--- config.mk ---
export PLATFORM = sky130hd
export DESIGN_NAME = alu_arbiter
export DESIGN_NICKNAME = d
export VERILOG_FILES = /design/src/rtl/alu_arbiter.sv
export SDC_FILE = /design/constraint.sdc
export NUM_CORES = 1
export LEC_CHECK = 0
export CORE_AREA = 2 2 107 109
export CTS_CLUSTER_SIZE = 40
export DETAILED_ROUTE_END_ITERATION = 8
export DIE_AREA = 0 0 109 111
export PLACE_DENSITY = 0.85
export SYNTH_ARGS = -nofsm -noshare
export SYNTH_HDL_FRONTEND = slang
export SYNTH_SLANG_ARGS = --single-unit
export TNS_END_PERCENT = 30
--- constraint.sdc ---
create_clock -name i_clk -period 2.9 [get_ports i_clk]
set_input_delay 0.435 -clock i_clk [delete_from_list [all_inputs] [get_ports i_clk]]
set_output_delay 0.435 -clock i_clk [all_outputs]
set_load 0.05 [all_outputs]
--- src/rtl/alu_arbiter.sv ---
// Two-port arbiter in front of one shared combinational ALU.
// It holds one registered result until the owning port consumes it.
module alu_arbiter #(
    parameter bit P_FIXED_PRIO = 1'b0
) (
    input  logic        i_clk,
    input  logic        i_rst,
    input  logic        i_req0_valid,
    input  logic [31:0] i_req0_a,
    input  logic [31:0] i_req0_b,
    input  logic [3:0]  i_req0_op,
    output logic        o_req0_ready,
    output logic        o_rsp0_valid,
    input  logic        i_rsp0_ready,
    input  logic        i_req1_valid,
    input  logic [31:0] i_req1_a,
    input  logic [31:0] i_req1_b,
    input  logic [3:0]  i_req1_op,
    output logic        o_req1_ready,
    output logic        o_rsp1_valid,
    input  logic        i_rsp1_ready,
    output logic [31:0] o_rsp_result,
    output logic        o_rsp_zero,
    output logic [31:0] o_alu_a,
    output logic [31:0] o_alu_b,
    output logic [3:0]  o_alu_op,
    input  logic [31:0] i_alu_result,
    input  logic        i_alu_zero
);

    typedef enum logic [0:0] {
        ST_IDLE = 1'b0,
        ST_RESP = 1'b1
    } state_t;

    state_t      state_r;
    state_t      state_nxt_s;
    logic        rsp_id_r;
    logic        last_grant_r;
    logic [31:0] result_r;
    logic        zero_r;
    logic        held_ready_s;
    logic        can_accept_s;
    logic        grant_s;
    logic        grant_id_s;

    // Ready of the port that owns the held response; the other port's ready is ignored.
    always_comb begin
        held_ready_s = 1'b0;
        if (rsp_id_r) begin
            held_ready_s = i_rsp1_ready;
        end else begin
            held_ready_s = i_rsp0_ready;
        end
    end

    // A new op fits when nothing is held or the held result leaves this cycle.
    always_comb begin
        can_accept_s = 1'b0;
        case (state_r)
            ST_IDLE: can_accept_s = ~i_rst;
            ST_RESP: can_accept_s = ~i_rst & held_ready_s;
            default: can_accept_s = 1'b0;
        endcase
    end

    // Arbitration: on a tie, fixed priority picks port 0, round-robin picks the port not served last.
    always_comb begin
        grant_s    = 1'b0;
        grant_id_s = 1'b0;
        if (can_accept_s) begin
            if (i_req0_valid && i_req1_valid) begin
                grant_s = 1'b1;
                if (P_FIXED_PRIO) begin
                    grant_id_s = 1'b0;
                end else begin
                    grant_id_s = ~last_grant_r;
                end
            end else if (i_req0_valid) begin
                grant_s    = 1'b1;
                grant_id_s = 1'b0;
            end else if (i_req1_valid) begin
                grant_s    = 1'b1;
                grant_id_s = 1'b1;
            end else begin
                grant_s    = 1'b0;
                grant_id_s = 1'b0;
            end
        end else begin
            grant_s    = 1'b0;
            grant_id_s = 1'b0;
        end
    end

    // Operand mux toward the shared ALU; quiet zeros when nothing is granted.
    always_comb begin
        o_alu_a  = 32'd0;
        o_alu_b  = 32'd0;
        o_alu_op = 4'b0000;
        if (grant_s && grant_id_s) begin
            o_alu_a  = i_req1_a;
            o_alu_b  = i_req1_b;
            o_alu_op = i_req1_op;
        end else if (grant_s) begin
            o_alu_a  = i_req0_a;
            o_alu_b  = i_req0_b;
            o_alu_op = i_req0_op;
        end else begin
            o_alu_a  = 32'd0;
            o_alu_b  = 32'd0;
            o_alu_op = 4'b0000;
        end
    end

    // Next-state logic: a grant always lands in RESP, a consumed result without a grant drops to IDLE.
    always_comb begin
        state_nxt_s = state_r;
        case (state_r)
            ST_IDLE: begin
                if (grant_s) begin
                    state_nxt_s = ST_RESP;
                end else begin
                    state_nxt_s = ST_IDLE;
                end
            end
            ST_RESP: begin
                if (grant_s) begin
                    state_nxt_s = ST_RESP;
                end else if (held_ready_s) begin
                    state_nxt_s = ST_IDLE;
                end else begin
                    state_nxt_s = ST_RESP;
                end
            end
            default: state_nxt_s = ST_IDLE;
        endcase
    end

    // State, ownership and result registers; last_grant starts at 1 so port 0 wins the first tie.
    always_ff @(posedge i_clk) begin
        if (i_rst) begin
            state_r      <= ST_IDLE;
            rsp_id_r     <= 1'b0;
            last_grant_r <= 1'b1;
            result_r     <= 32'd0;
            zero_r       <= 1'b0;
        end else begin
            state_r <= state_nxt_s;
            if (grant_s) begin
                rsp_id_r     <= grant_id_s;
                last_grant_r <= grant_id_s;
                result_r     <= i_alu_result;
                zero_r       <= i_alu_zero;
            end
        end
    end

    assign o_req0_ready = grant_s & ~grant_id_s;
    assign o_req1_ready = grant_s & grant_id_s;
    assign o_rsp0_valid = (state_r == ST_RESP) & ~rsp_id_r;
    assign o_rsp1_valid = (state_r == ST_RESP) & rsp_id_r;
    assign o_rsp_result = result_r;
    assign o_rsp_zero   = zero_r;

endmodule

# Word-level counts from Yosys, hierarchy flattened
# Index checks and enable logic that the tools add are counted.
# word_totals
register_bits,36
inputBits,175
output_inout_bits,105
word_cells,36
# op_classes
n_mux,19
n_bitwise,10
n_reduce_logical,2
# ops
cell,count
$mux 32,4
$mux 1,11
$mux 4,2
$and 1x1->1,5
$not 1->1,5
$pmux 1 s2,2
$logic_and 1x1->1,2

# Logic depth before layout (Yosys ltp)
# Gate-level depths: netlist (run 1).
# logic_depth
depth_word,6
ltp_mapped,6
depth_no_buf,3

# Least setup slack after synthesis (run 1)
# OpenSTA, ideal clock, no wires.
# synth_timing
kind,input -> output
start,input i_rst
end,output o_req0_ready
arrival_ns,2.161
slack_ns,0.304
cell_stages,5
path_buffers,3
path_cell_list,buf_2 > buf_4 > a21o_2 > buf_2 > nor3_1
# synth_between
elab_chain_cells,6
word_cells_on_any_way,7
classes_between,mux (3); bitwise (4)
# synth_rtl
item,line,rtl
from (decl),7,"input logic i_rst,"
$not 1->1 (*),"61, 62",
$and 1x1->1,62,ST_RESP: can_accept_s = ~i_rst & held_ready_s;
$pmux 1 s2 (*),60,case (state_r)
$mux 1,71,if (can_accept_s) begin
$not 1->1,158,assign o_req0_ready = grant_s & ~grant_id_s;
$and 1x1->1 (*),158,
to (decl),12,"output logic o_req0_ready,"
# Mark *: on every way between the ends. The rest lies on a longest branch, timed or not.

# Worst setup path in the final report (run 1)
# layout_timing
start,input i_req0_valid
end,output o_alu_b[7]
# layout_between
elab_chain_cells,5
word_cells_on_any_way,10
classes_between,mux (8); reduce/logical (2)
# layout_rtl
item,line,rtl
from (decl),8,"input logic i_req0_valid,"
$mux 1 or $logic_and 1x1->1 (tied branches),"79, 72",
$mux 1,72,if (i_req0_valid && i_req1_valid) begin
$mux 1,71,
$mux 32 or $logic_and 1x1->1 (tied branches),"104, 100",
$mux 32 (*),100,if (grant_s && grant_id_s) begin
to (decl),25,"output logic [31:0] o_alu_b,"
# Marked as above.

==> results of run 1 <==
## kinds of logic (layout without fill, tap and decap cells)
logic type / after synthesis / in the layout
buf+inv: 96 / 338
compound gates: 142 / 142
flops: 36 / 36
simple gates: 213 / 213
other cells: 0 / 1
mux: 1 / 1
## worst reg2reg max path, stage by stage, from the launching register on
cell	delay [ns]
dfxtp_1	0.42
mux2i_4	0.26
buf_4	0.66
a2111oi_0	0.28
a311o_1	0.32
## worst max path at each step
stage	end	slack [ns]	depth (start not counted)
finish	o_alu_b[7]	0.24	6
global route	o_alu_b[7]	0.15	6
CTS	o_alu_b[25]	0.29	6
detailed placement	o_alu_b[25]	0.31	6
global placement	o_alu_op[0]	0.31	6
floorplan	o_req0_ready	0.30	5
## report_power, final
part	leakage, nW	internal (mW)	total (mW)	switching (mW)
Clock	0.0667	0.312	0.506	0.194
Sequential	0.298	0.538	0.569	0.0307
Combinational	2.14	0.517	1.28	0.758
## flip-flops by register name, indices dropped and copies added, names as in the netlist
signal / flops
o_rsp_result: 32
last_grant_r: 1
o_rsp_zero: 1
rsp_id_r: 1
state_r: 1
## layout make-up
cell class | count | area [sq um] | share of cell area
inverters | 35 | 131 | 0.0211
well taps | 143 | 179 | 0.0287
clock inverters | 1 | 5.00 | 0.000803
multi-input cells | 356 | 2290 | 0.367
diodes | 1 | 2.50 | 0.000401
repair buffers | 296 | 2780 | 0.446
clock buffers | 6 | 129 | 0.0207
flip-flops and latches | 36 | 722 | 0.116
## placed cells by master (no fill, tap or decap), types with 4 or more instances in the layout
cell type	synthesis	layout
nand2_1	68	68
nand3_1	68	68
nor2_1	5	4
a2111oi_0	9	9
clkbuf_16	0	5
and2_1	33	33
a2111oi_2	23	23
a311o_1	33	33
nor2b_1	33	33
clkdlybuf4s50_1	0	208
inv_1	35	35
buf_4	7	84
dfxtp_1	36	35
a21oi_1	70	70
## metal layers
metal,vias to the layer above,part of all wire,wire [microns],GRT usage
li1,2221,-,-,-
met1,2136,0.39,5650,0.275
met2,211,0.49,7180,0.395
met3,33,0.085,1240,0.0541
met4,0,0.031,444,0.0821
met5,-,0,0,0
## through the flow
step	hold WS, ns	utilization
3_3_place_gp	0.534	0.550
2_1_floorplan	0.492	-
3_5_place_dp	0.548	0.550
6_report	0.549	0.563
4_1_cts	0.558	0.563
5_1_grt	0.590	0.563
==> metrics list, run 1 <==
* Run status: complete, no violations
- Total vias in the final route: 4601
- In this run the vertical extent of the chip is 111 microns.
- For this run, the register share of the synthesized area comes to 0.210.
- The count of final max-slew check failures was 0.
* Number of placement rows: 39
- Number of placed I/O pins: 280
- Post-route standard cell area excluding fillers: 6230 sq um
- The cell sitting at the root of the clock tree is a clkbuf_16.
- Worst hold stages: 2
- CP startpoint: i_req0_valid
- Total Routed Length: 14500 microns
- The number of global-route vias before repair is 4538.
* Initial DRC Count: 453
* Critical path arrival: 2.22 ns
* Synthesized netlist cell count: 488
- Of the total synthesized cell area, the portion taken by XOR and XNOR cells is 0.
- WL/cell: 16.6 microns
- Of the total synthesized cell area, the portion taken by AND, OR, NAND and NOR gates is 0.313.
- The worst hold path begins at rsp_id_r.
- The number of antenna violations at the first check in global routing came to 1.
- The count of nets left with antenna violations once routing finished came out at 0.
- CTS tree: done
- Once the clock tree was built, the resizer swapped 0 gates to a different size.
* End of the worst hold path: rsp_id_r
* Post-DR vias/cell: 5.26
- Across all setup checks in the final design, the least slack found is 0.241 ns.
* Largest stage delay on the critical path: 0.66 ns
- Cell area after synthesis: 3430 sq um
* Number of filler cells placed in the layout: around 990
* 1st-pass router iterations: 6
* Multiplexer share of the synthesized area: 0.00401
* CP required: ~2.5 ns
- In the final layout, the share of cells above drive strength 1 is 0.174.
* Main combinational cell family by area after synthesis: compound AO/OA/AOI/OAI gates
- Post-CTS Setup Bufs: 0
* Global route overflow: 0
- After clock tree synthesis, the flow added hold-fix buffers numbering 0.
* Top post-synthesis cells by area: dfxtp_1 21%, a21oi_1 10%, a2111oi_2 10%
- Timing analysis after detailed placement gives a worst setup slack of 0.309 ns.
- Number of buffers between clock root and the deepest sink: 2
- Library cell appearing most often on the critical path: buf_4
- Proportion of netlist area held by the largest area contributor: 0.210
- For this run, asynchronously set or reset flops after synthesis account for 0.
- For this design the static power due to leakage is 2.51 nW.
* Complex-gate fraction of the synthesized area: 0.343
- Clock skew on the completed layout was measured at 0.00687 ns.
* Die area: around 12000 sq um
- After clock tree synthesis, the clock-pin slew on the worst setup and hold paths is 0.05 ns.
* Register-to-Register Setup Slack: 0.85 ns
- PnR Total Power: 2.35 mW
* Post-synthesis cell type count: 31
* Count of endpoints failing hold in the final timing report: 0
* Sum of net half-perimeters after detailed placement: 10900 microns
- Setup tns final: 0 ns
- dfxtp_1 takes more of the synthesized area than any other cell.
* Leading cell type by number of instances after synthesis: a21oi_1
* Initial standard-cell utilization of the core: 0.310
- The count of cells in the finished layout, fillers not included, comes to 874.
* Setup crit end kind: output pin
* Cell area power density: 377 nW/um^2
- CTS Buf Count: 5
- NumNets Final: approximately 910
- Reg-to-reg critical path endpoint: o_rsp_result[1]
- H-tree depth: 2
- The die is roughly 110 microns wide.
- The first global-routing pass estimated 22700 microns of wire.
* Path depth of the worst reg2reg path: 4
- Once placement completed, the tool counted placed cells totaling 866.
- STA classifies the critical path startpoint as a primary input.
- Along the worst path, the maximum fanout reaches 26.
- Post-synth net total: 663
- Setup repair after global routing left no endpoint under its margin.
- Pin count of the biggest net entering global routing: 70
- Mean instance size in the synthesized netlist: 7.03 sq um
- Most numerous cell types in the synthesized netlist: 70 x a21oi_1, 68 x nand2_1, 68 x nand3_1
* Achievable frequency: roughly 0.38 GHz
- Together, buffers and inverters on the worst path number 3.
- For the pin with the worst max-slew slack, the measured transition is 0.792 ns.
- At the end of routability-driven placement, the weighted congestion stood at between 0.9 and 1.
- Setup violations remaining at the end of the flow were counted as 0.
- The critical path goes through clkdlybuf4s50_1, or2_2, buf_4, nand3_1, a21oi_1, buf_4.
* Headroom to the max-slew limit: 0.472
- Final worst path period share: 0.917
- Launch instance of the worst register-to-register path: rsp_id_r
* CP max stage cell: clkdlybuf4s50_1
* Number of warnings issued by yosys: 0
- Across every metal layer, demand over resource in global routing totals 0.230.
* Largest voltage drop on the vdd net: 0.000208 V
- Worst Setup Path Type: in -> out
- Later-pin clock latency in the skew report: 0.28 ns
* Top delay family on crit path: buffers and inverters
* Post-Synth Adder-Cell Area: 0
- From synthesis to final layout, the design area changed by 81.7%.
- Yosys mapped a number of flops with a built-in enable equal to 0.
- In the synthesized netlist the dominant register cell turns out to be dfxtp_1.
- Input and output buffers added on the ports amount to roughly 280.
* Count of max-cap constraint violations: 0
- Worst hold-check path type: reg -> reg
- The core region is 11100 sq um.
- # DRC: 0
- In this run, synthesis produced a sequential element count of 36.
- The placed instances occupy a cell area of 6100 sq um.
- Final critical path time including I/O delays and setup: roughly 2.7 ns
- Clock Sink Count: 36
No activity file was read; power rests on OpenSTA's default activity.
==> inputs of run 2 (changes only) <==
Settings changed: ABC_AREA set to 1, CORE_AREA 2 2 107 109 to 2 2 109 111, DIE_AREA 0 0 109 111 to 0 0 111 113, PLACE_DENSITY 0.85 to 0.72, SKIP_LAST_GASP set to 1.
==> metrics list, run 2 <==
- The area growth from synthesis to layout is 164%.
- Fraction of power consumed by sequential logic: 0.231 (-0.011)
- The count of final max-slew check failures is 0 (unchanged).
* First-pass GRT wire length: 19100 microns (-16%)
- Later-pin clock latency in the skew report: 0.27 ns (about the same)
- The largest total area in the synthesized netlist belongs to nand2_1.
- The number of antenna violations at the first check in global routing came to 0 (-1).
- The post-placement cell area is 5860 sq um (-3.8%).
- Total vias in the final route: 3549 (-23%)
- Sum of net half-perimeters after detailed placement: 9870 microns (-9.6%)
- The area used by sequential logic in the layout is 721 sq um (-0.17%).
- The worst-case clock buffer depth is 2 (unchanged).
- The switching share of power came to 0.387 (-0.0314).
- Total Routed Length: 12500 microns (-14%)
* Clock network power share: 0.214 (about the same)
- The post-CTS clock slew at the launch and capture registers of the worst setup and hold paths is 0.05 ns (about the same).
- STA classifies the critical path startpoint as a primary input.
* Most common cell after layout, fill and taps aside: clkdlybuf4s50_1
* Number of flops mapped to enable cells by yosys: 0 (unchanged)
- Worst Setup Path Type: in -> out
* Top post-synthesis cells by area: nand2_1 34%, dfxtp_1 32%, nand3_1 16%
* Post-route standard cell area excluding fillers: 6010 sq um (-3.5%)
* Unrepaired setup endpoints after global routing: no
* Synthesized netlist cell count: 397 (-19%)
- The worst slack at placement is 0.410 ns (+0.100 ns).
* Internal power: 1.52 mW (+11%)
- Quantity of gates resized following cts: 0 (unchanged)
- TritonCTS built the clock tree.
* Critical path arrival: 2.05 ns (-0.17 ns)
* NumNets Final: 834 (-7.8%)
* Cell area power density: 413 nW/um^2 (+9.4%)
- The transition time at the pin with the least slew margin came to 0.540 ns (-0.252 ns).
- Most numerous cell types in the synthesized netlist: 209 x nand2_1, 71 x nand3_1, 36 x dfxtp_1
- Number of warnings issued by yosys: 0 (unchanged)
- The post-route clock period utilization was 0.858 (-0.0585).
- Final setup viols: 0 (unchanged)
* Achievable frequency: 0.402 GHz (+6.8%)
* Pin count of the biggest net entering global routing: 73 (+4.3%)
- Count of nets left with antenna violations after detail routing: 0 (unchanged)
- CP required: 2.47 ns (about the same)
- Power share of the combinational group: 0.555 (+0.012)
* Core region area: 11300 sq um (+1.8%)
* GR Util All Layers: 0.188 (-0.0416)
- # DRC: 0 (unchanged)
* Setup skew after layout: 0.00569 ns (-0.00119 ns)
- The worst ir drop on vdd came to 0.000408 V (+96%).
- Antenna diode count: 0 (-1)
- Fraction of final layout cells with drive strength greater than 1: 0.136 (-0.0376)
- The portion of the post-synthesis area used by sequential elements is 0.317 (+0.107).
- The number of placement rows is 39 (unchanged).
- Critical Path Fanout Max: 72 (+180%)
- Critical path, cell by cell: clkdlybuf4s50_1, inv_1, nand3_1, nand3_2, nor2_4, buf_12, nand2_1, nand2_1, buf_12
- The hold violation count in the final report came to 0 (unchanged).
* Placer's final routability congestion estimate: 0.908 (-3.7%)
- The max capacitance violation total is 0 (unchanged).
- Number of buffers added on ports: 279 (unchanged)
* Routed met3 length: 929 microns (-25%)
* Most frequent cells in the layout: 209 x clkdlybuf4s50_1, 208 x nand2_1, 72 x buf_12, 71 x nand3_1, 36 x dfxtp_1
* CP max stage cell: clkdlybuf4s50_1
- Mean instance size in the synthesized netlist: 5.73 sq um (-18%)
* Die area: 12500 sq um (+3.7%)
* Cell area after synthesis: 2280 sq um (-34%)
- The number of fillers in the final layout is 1045 (+5.4%).
- Most common flop cell mapped by yosys: dfxtp_1
- The floorplan die height is 113 microns (+1.8%).
* Clock Sink Count: 36 (unchanged)
- The number of top-level pins came to 280 (unchanged).
- Post-synthesis cell type count: 15 (-52%)
* Final critical path time including I/O delays and setup: 2.49 ns (-0.170 ns)
- The initial detailed-routing violation count is 278 (-39%).
* Initial standard-cell utilization of the core: 0.202 (-0.108)
- The worst reg-to-reg path cell count was 7 (+3).
* WL/cell: 15.5 microns (-6.5%)
* Width of the die: 111 microns (+1.8%)
* Largest stage delay on the critical path: 0.47 ns (-0.19 ns)
- The highest layer touched by signal routing is met4.
- Leak pwr: 2.60 nW (+3.5%)
* Async set-or-reset flop fraction in the synthesized netlist: 0 (unchanged)
- The via density per instance came to 4.42 (-16%).
- Post-synth net total: 572 (-14%)
* 1st-pass router iterations: 4 (-2)
* PnR worst setup slack: 0.411 ns (+0.170 ns)
- Switching power summed over all nets: 0.960 mW (-2.4%)
- The worst setup path is captured at an output pin.
- Run status: complete, no violations
- The clock buffer count from CTS came to 5 (unchanged).
- The top cell type's share of synthesized area came to 0.345 (+0.135).
* Cell chosen for the clock root: clkbuf_16
- Setup tns final: 0 ns (unchanged)
- The area of the multi-input gates is 1360 sq um (-41%).
* Vias in the first global route: 3655 (-19%)
* Global route overflow: 0 (unchanged)
* Post-CTS Setup Bufs: 0 (unchanged)
- The level count of the clock H-tree came to 2 (unchanged).
* Flip-flop count of the largest register, all copies and words added: 32 (unchanged)
* WL met1: 4980 microns (-12%)
- Number of storage elements in the synthesis netlist: 36 (unchanged)
- Leading cell type by number of instances after synthesis: nand2_1
- The worst slew margin relative to its limit came to 0.639 (+0.167).
- The detailed-routed wire length on met2 came to 6210 microns (-13%).
- Worst hold stages: 2 (unchanged)
- Count of hold-fix buffers inserted at cts: 0 (unchanged)
- The min-delay analysis places its worst path in the category reg -> reg.
## run 2: cell count changes in the layout (fill, tap and decap cells not counted), sizes merged, moves of 4 or more
cell,delta
nand2,+141
and2,-34
nand3,+4
a21oi,-70
inv,-26
buf,-11
a311o,-33
nor2b,-33
a2111oi,-33
o21ai,+34
## run 2: critical path, delay by kind of cell
kind	cells	cell delay, ns
buf+inv	4	0.93
simple gates	5	0.61
## run 2: cell type report
class,instances,area share
repair buffers,286,0.594
well taps,143,0.0297
flip-flops and latches,36,0.120
inverters,9,0.00562
clock inverters,1,0.00125
multi-input cells,321,0.226
clock buffers,7,0.0237
## run 2: power by group through the flow
stage / combinational, mW / sequential, mW / clock, mW
2_1_floorplan: 0.482 / 0.737 / 0
3_3_place_gp: 1.37 / 0.580 / 0
3_5_place_dp: 1.38 / 0.582 / 0
4_1_cts: 1.39 / 0.573 / 0.550
5_1_grt: 1.44 / 0.579 / 0.570
6_report: 1.38 / 0.573 / 0.530
## run 2: through the flow
stage / util / instances / power, mW / hold WS [ns]
after floorplan: - / 397 / 1.22 / 0.419
after global placement: 0.520 / 795 / 1.95 / 0.468
after detailed placement: 0.520 / 795 / 1.96 / 0.478
after CTS: 0.534 / 803 / 2.51 / 0.487
after global routing: 0.534 / 803 / 2.59 / 0.511
final: 0.534 / 803 / 2.48 / 0.481
## run 2: worst paths after layout
kind / from / end / slack (ns)
min reg2reg: last_grant_r / last_grant_r / 0.48
min: last_grant_r / last_grant_r / 0.48
max reg2reg: rsp_id_r / o_rsp_result[17] / 0.97
max: i_rsp0_ready / o_alu_a[24] / 0.41
## run 2: cells by family after synthesis
logic type             Yosys count  share of synthesized area
AO/OA/AOI/OAI                   34                     0.0748
buffers and inverters           40                     0.0891
AND/OR/NAND/NOR                287                      0.520
flip-flops                      36                      0.317
## run 2: routing by layer
| layer | track usage | vias to the layer above |
|---|---|---|
| met1 | 0.213 | 1573 |
| li1 | - | 1780 |
| met2 | 0.346 | 170 |
| met4 | 0.0592 | 0 |
| met3 | 0.0503 | 26 |
| met5 | 0 | - |
